[src/rtl/csa_accum_resolve.sv]
// csa_accum_resolve
//   Downstream stage of the WIDTH-bit 4:2 carry-save adder. Folds a packet of
//   redundant (sum, carry) beats into a redundant accumulator using a 4:2
//   compressor. On the last beat, it resolves the pair to binary CHUNK bits
//   per cycle and presents the result through a valid/ready handshake.
//
// Parameters
//   WIDTH  datapath width (matches the upstream adder)
//   CHUNK  bits resolved per cycle; WIDTH must be a multiple of CHUNK
//
// Ports
//   clk, rst_n          clock (rising edge), asynchronous active-low reset
//   in_valid/in_ready   beat handshake
//   in_s, in_c          upstream sum / bit-weighted carry vectors
//   in_ovfl, in_last    upstream overflow flag, final beat of packet
//   out_valid/out_ready result handshake
//   out_sum             resolved packet sum, modulo 2^WIDTH
//   out_ovfl            packet overflow (any in_ovfl, or exact sum >= 2^WIDTH)
//   busy                high while resolving or holding a result
module csa_accum_resolve #(
  parameter int WIDTH = 16,
  parameter int CHUNK = 4
) (
  input  logic             clk,
  input  logic             rst_n,
  input  logic             in_valid,
  output logic             in_ready,
  input  logic [WIDTH-1:0] in_s,
  input  logic [WIDTH-1:0] in_c,
  input  logic             in_ovfl,
  input  logic             in_last,
  output logic             out_valid,
  input  logic             out_ready,
  output logic [WIDTH-1:0] out_sum,
  output logic             out_ovfl,
  output logic             busy
);

  localparam int N  = WIDTH / CHUNK;
  localparam int IW = (N > 1) ? $clog2(N) : 1;

  if ((WIDTH % CHUNK) != 0 || WIDTH < 2 || CHUNK < 1) begin : g_bad_params
    $error("csa_accum_resolve: WIDTH must be >= 2 and a multiple of CHUNK");
  end

  typedef enum logic [1:0] {ACCUM, RESOLVE, OUTPUT} state_t;

  state_t           state, state_nx;
  logic [WIDTH-1:0] acc_s, acc_c;
  logic             ovf;
  logic [IW-1:0]    idx;
  logic             cy;

  // 4:2 compression built from two 3:2 levels. The majority bit shifted out
  // of the top of either level carries weight 2^WIDTH; because every operand
  // is non-negative, losing one means the exact sum has reached 2^WIDTH.
  logic [WIDTH-1:0] m1, s1, c1, m2, s2, c2;
  logic             co1, co2;

  always_comb begin
    m1  = (acc_s & acc_c) | (acc_s & in_s) | (acc_c & in_s);
    s1  = acc_s ^ acc_c ^ in_s;
    c1  = {m1[WIDTH-2:0], 1'b0};
    co1 = m1[WIDTH-1];
    m2  = (s1 & c1) | (s1 & in_c) | (c1 & in_c);
    s2  = s1 ^ c1 ^ in_c;
    c2  = {m2[WIDTH-2:0], 1'b0};
    co2 = m2[WIDTH-1];
  end

  // Chunk-serial carry-propagate add of the selected chunk.
  logic [CHUNK-1:0] ch_s, ch_c;
  logic [CHUNK:0]   ch_sum;
  logic             last_chunk;

  always_comb begin
    ch_s = '0;
    ch_c = '0;
    for (int unsigned k = 0; k < N; k++) begin
      if (idx == IW'(k)) begin
        ch_s = acc_s[k*CHUNK +: CHUNK];
        ch_c = acc_c[k*CHUNK +: CHUNK];
      end
    end
    ch_sum     = {1'b0, ch_s} + {1'b0, ch_c} + {{CHUNK{1'b0}}, cy};
    last_chunk = (idx == IW'(N - 1));
  end

  always_ff @(posedge clk or negedge rst_n) begin
    if (!rst_n) state <= ACCUM;
    else        state <= state_nx;
  end

  always_comb begin
    state_nx = state;
    case (state)
      ACCUM:   if (in_valid && in_last) state_nx = RESOLVE;
      RESOLVE: if (last_chunk)          state_nx = OUTPUT;
      OUTPUT:  if (out_ready)           state_nx = ACCUM;
      default:                          state_nx = ACCUM;
    endcase
  end

  assign in_ready  = (state == ACCUM);
  assign out_valid = (state == OUTPUT);
  assign busy      = (state != ACCUM);

  always_ff @(posedge clk or negedge rst_n) begin
    if (!rst_n) begin
      acc_s    <= '0;
      acc_c    <= '0;
      ovf      <= 1'b0;
      idx      <= '0;
      cy       <= 1'b0;
      out_sum  <= '0;
      out_ovfl <= 1'b0;
    end else begin
      case (state)
        ACCUM: begin
          if (in_valid) begin
            acc_s <= s2;
            acc_c <= c2;
            ovf   <= ovf | co1 | co2 | in_ovfl;
            if (in_last) begin
              idx <= '0;
              cy  <= 1'b0;
            end
          end
        end
        RESOLVE: begin
          for (int unsigned k = 0; k < N; k++) begin
            if (idx == IW'(k)) out_sum[k*CHUNK +: CHUNK] <= ch_sum[CHUNK-1:0];
          end
          cy <= ch_sum[CHUNK];
          if (last_chunk) begin
            idx      <= '0;
            ovf      <= ovf | ch_sum[CHUNK];
            out_ovfl <= ovf | ch_sum[CHUNK];
          end else begin
            idx <= idx + 1'b1;
          end
        end
        OUTPUT: begin
          if (out_ready) begin
            acc_s <= '0;
            acc_c <= '0;
            ovf   <= 1'b0;
          end
        end
        default: ;
      endcase
    end
  end

endmodule

[config.mk]
export PLATFORM = sky130hd
export DESIGN_NAME = csa_accum_resolve
export DESIGN_NICKNAME = d
export VERILOG_FILES = /design/src/rtl/csa_accum_resolve.sv
export SDC_FILE = /design/constraint.sdc
export NUM_CORES = 1
export LEC_CHECK = 0
export CORE_UTILIZATION = 64
export CTS_CLUSTER_SIZE = 25
export DETAILED_ROUTE_END_ITERATION = 12
export DONT_BUFFER_PORTS = 1
export HOLD_SLACK_MARGIN = 0.15
export PLACE_DENSITY_LB_ADDON = 0.25
export SLEW_MARGIN = 10
export SYNTH_ARGS = -nofsm -noshare
export SYNTH_HDL_FRONTEND = slang
export SYNTH_SLANG_ARGS = --single-unit
[constraint.sdc]
create_clock -name clk -period 3.1 [get_ports clk]
set_input_delay 0.62 -clock clk [delete_from_list [all_inputs] [get_ports clk]]
set_output_delay 0.62 -clock clk [all_outputs]
set_load 0.01 [all_outputs]
==> summary.md <==
For the count of final max-slew check failures, the log shows 0. The die is 73.88 µm wide. The initialized floorplan defines 25 standard-cell rows. TritonCTS created 5 clock buffers. The initial cell density of the core came out at 68.21%. The number of antenna violations at the first check in global routing came out at 0. During I/O placement, the number of pins put on the boundary was 58. The weighted congestion at the end of routability-driven global placement is 0.8519.

The source-to-sink clock delay at the later pin of the worst-skew pair came out at 0.32 ns. The longest clock path from root to sink contains 2 buffers. The path class of the tightest hold or removal check is reg2reg. The detailed router finished its first iteration with 104 violations. By instance count, the cell type seen most on the critical path is sky130_fd_sc_hd__fa_1. For the worst setup path, the data required time is 3.30 ns.

The total die area came out at 5458 µm². The global-route usage over all layers came out at 27.34%. Dividing the detail-routed wire length by the instance count gives 19.49 µm. The transition at the pin with the smallest max-transition slack was 0.6025 ns; the largest vdd supply drop was 656.8 µV.

Among all stages on the critical path, the largest delay is contributed by sky130_fd_sc_hd__fa_1. Synthesis produced a netlist whose cell count is 267. Traced cell by cell, the critical path runs through inv_1, ha_1, nor2b_1, a221oi_1, o31ai_1, fa_1, fa_1, xnor2_1, o21ai_0. The detail route stage leaves a number of antenna-violating nets equal to 0. Critical setup path kind: reg2reg.

Summed over all layers, the routed wires come to 6.510 mm. Among all flip-flop cells after synthesis, the most frequent one is sky130_fd_sc_hd__dfrtp_1. The run gives 0 as the final hold violation count. The total overflow reported by the global router is 0. The run gives 349 as the number of nets in the final layout.

The cell type with the highest aggregate area in the netlist is sky130_fd_sc_hd__dfrtp_1. The total via count after detailed routing was 2,116; the post-detailed-placement half-perimeter wirelength was 4.867 mm. Pin count of the biggest net entering global routing: 55. TritonCTS built the clock tree. The post-route netlist has 9.363% of its cells at a drive strength greater than 1. Sequential elements use 40.86% of the synthesized area. The tree is rooted in a sky130_fd_sc_hd__clkbuf_8. At the worst endpoint, the arrival time is 3.04 ns.

The power density over cell area works out to 1043 nW/µm². For this run, design rule violations remaining after detail routing come to 0. The run gives 2,210 as the number of global-route vias before repair. For the area of the placeable core, the log shows 4848 µm².

The leakage power is 1.629 nW. Headroom to the max-slew limit came out at 59.83%. In this run the worst path has a maximum fanout of 6. CTS saw 54 sinks. The count of TritonRoute iterations in the first routing pass came out at 4. After clock tree synthesis, the clock-pin slew on the worst setup and hold paths is 0.10 ns. STA classifies the critical path endpoint as a flop. Each instance of the synthesized netlist takes up on average 12.39 µm². Number of enable flip-flop cells after synthesis: 0. By area the synthesized netlist is led by sky130_fd_sc_hd__dfrtp_1 (41%), sky130_fd_sc_hd__fa_1 (19%), sky130_fd_sc_hd__a22o_1 (7.9%). The type of element launching the critical path was a flop. Clock skew on the completed layout was measured at 0.01002 ns. In the final timing run, aggregate negative setup slack is 0 ns.

The final core area utilization is 71.46%, and the global-route wire length before repair is 10.98 mm. The synthesized netlist contains 40 unique library cells. In this run the vertical extent of the chip is 73.88 µm. Derived from the worst setup path, the maximum achievable clock frequency is 0.3522 GHz. Port buffering added 0 buffers.

The proportion of netlist area held by the largest area contributor is 40.86%, and the area growth from synthesis to layout is 4.767%. OpenSTA, run right after detailed placement, puts the worst setup slack at 0.2080 ns. The smallest hold slack is 0.5331 ns. Once the clock tree was built, the setup fixing pass inserted 0 buffers.

The number of antenna diodes in the final layout is 0. The clock period minus worst slack was 2.839 ns; the final worst setup slack was 0.2607 ns. By count the netlist is led by sky130_fd_sc_hd__dfrtp_1 (54), sky130_fd_sc_hd__fa_1 (32), sky130_fd_sc_hd__a22o_1 (30). The flow ran to the end, and the final reports show no timing, DRC or antenna violations.

The synthesized design contains 54 register bits. During synthesis, Yosys emitted a total of 0 warnings. The final period utilization is 91.59%, and the fraction of registers with async set or reset after synthesis is 100.0%. Setup violations remaining at the end of the flow were counted as 0. On the worst path, the slowest cell contributes a delay of 0.48 ns. Counting every net in the synthesized netlist gives 350. Across the run, the number of max-cap violations was 0.

Setup repair after global routing left no endpoint under its margin. The most common cell in the synthesized netlist is sky130_fd_sc_hd__dfrtp_1. The H-tree was split into 2 levels. The total power of the final layout was 3.612 mW; the average vias per placed instance was 6.335. In this run the cell area of the synthesized design comes to 3307 µm².
[state kept, by name, summed over array words and instances, names as in the netlist]
| signal | flops |
|---|---|
| state | 2 |
| cy | 1 |
| acc_s | 16 |
| out_ovfl | 1 |
| acc_c | 15 |
| ovf | 1 |
| idx | 2 |
| out_sum | 16 |
[path summary, 6_finish.rpt]
kind,from,to,slack [ns],cells past startpoint
hold / removal,acc_s[15]$_DFFE_PN0P_,acc_s[15]$_DFFE_PN0P_,0.53,1
max in group asynchronous,rst_n,acc_c[9]$_DFFE_PN0P_,2.03,2
setup / recovery,idx[0]$_DFFE_PN0P_,out_sum[2]$_DFFE_PN0P_,0.26,9
hold reg to reg,acc_s[15]$_DFFE_PN0P_,acc_s[15]$_DFFE_PN0P_,0.53,1
setup reg to reg,idx[0]$_DFFE_PN0P_,out_sum[2]$_DFFE_PN0P_,0.26,9
min in group asynchronous,rst_n,state[1]$_DFFE_PN0P_,0.84,2
[metrics by stage]
stage          cell area [µm²]  cells
2_1_floorplan             3307    267
3_3_place_gp              3332    324
3_5_place_dp              3332    324
4_1_cts                   3450    333
5_1_grt                   3465    334
6_report                  3465    334
[report_power, final]
group	internal [mW]	switching (mW)
combinational	0.881	1.07
clock	0.159	0.246
sequential	0.966	0.286
[critical path, delay by kind of cell, from the launching register on]
family	cells	cell delay (ns)
flip-flops	1	0.43
AO/OA/AOI/OAI	3	0.54
AND/OR/NAND/NOR	1	0.19
buffers and inverters	1	0.09
XOR/XNOR	1	0.32
adder cells (fa/ha/maj)	3	1.15
[timing repair]
| item | in CTS | in global routing |
|---|---|---|
| hold buffers | 1 | 1 |
| hold endpoints to repair | 54 | 2 |
| endpoints found under the setup margin | 0 | 4 |
| resized for setup | 0 | 2 |
[routing by layer]
metal  wire, µm  global-route usage (%)
met4        164                   10.47
met2       3074                   39.96
met1       2930                   39.13
met5          0                       0
met3        341                   7.407
[logic make-up after synthesis]
kind of cell | Yosys count | synth area share (%)
AO/OA/AOI/OAI | 72 | 17.44
flip-flops | 54 | 40.86
buffers and inverters | 31 | 4.389
XOR/XNOR | 1 | 0.2649
multiplexers | 13 | 4.276
adder cells (fa/ha/maj) | 45 | 24.29
AND/OR/NAND/NOR | 51 | 8.476
[area by class of cell]
| type | count | area [µm²] |
|---|---|---|
| fill | 345 | 1384 |
| tap | 67 | 83.83 |
| sequential | 54 | 1351 |
| clock buffer | 5 | 68.82 |
| inverter | 19 | 71.32 |
| timing repair buffer | 4 | 52.55 |
| clock inverter | 3 | 21.27 |
| multi-input combinational | 182 | 1815 |
[placed cells by master, fill, tap and decap left out, types with 6 or more instances in the layout]
cell type,count
sky130_fd_sc_hd__a221oi_1,6
sky130_fd_sc_hd__mux2_2,8
sky130_fd_sc_hd__nor2b_1,10
sky130_fd_sc_hd__a22o_1,30
sky130_fd_sc_hd__o21ai_0,7
sky130_fd_sc_hd__fa_1,32
sky130_fd_sc_hd__nand2_1,20
sky130_fd_sc_hd__dfrtp_1,54
sky130_fd_sc_hd__o31ai_1,6
sky130_fd_sc_hd__inv_1,19
sky130_fd_sc_hd__ha_1,11
Power figures use the tool's default switching activity.
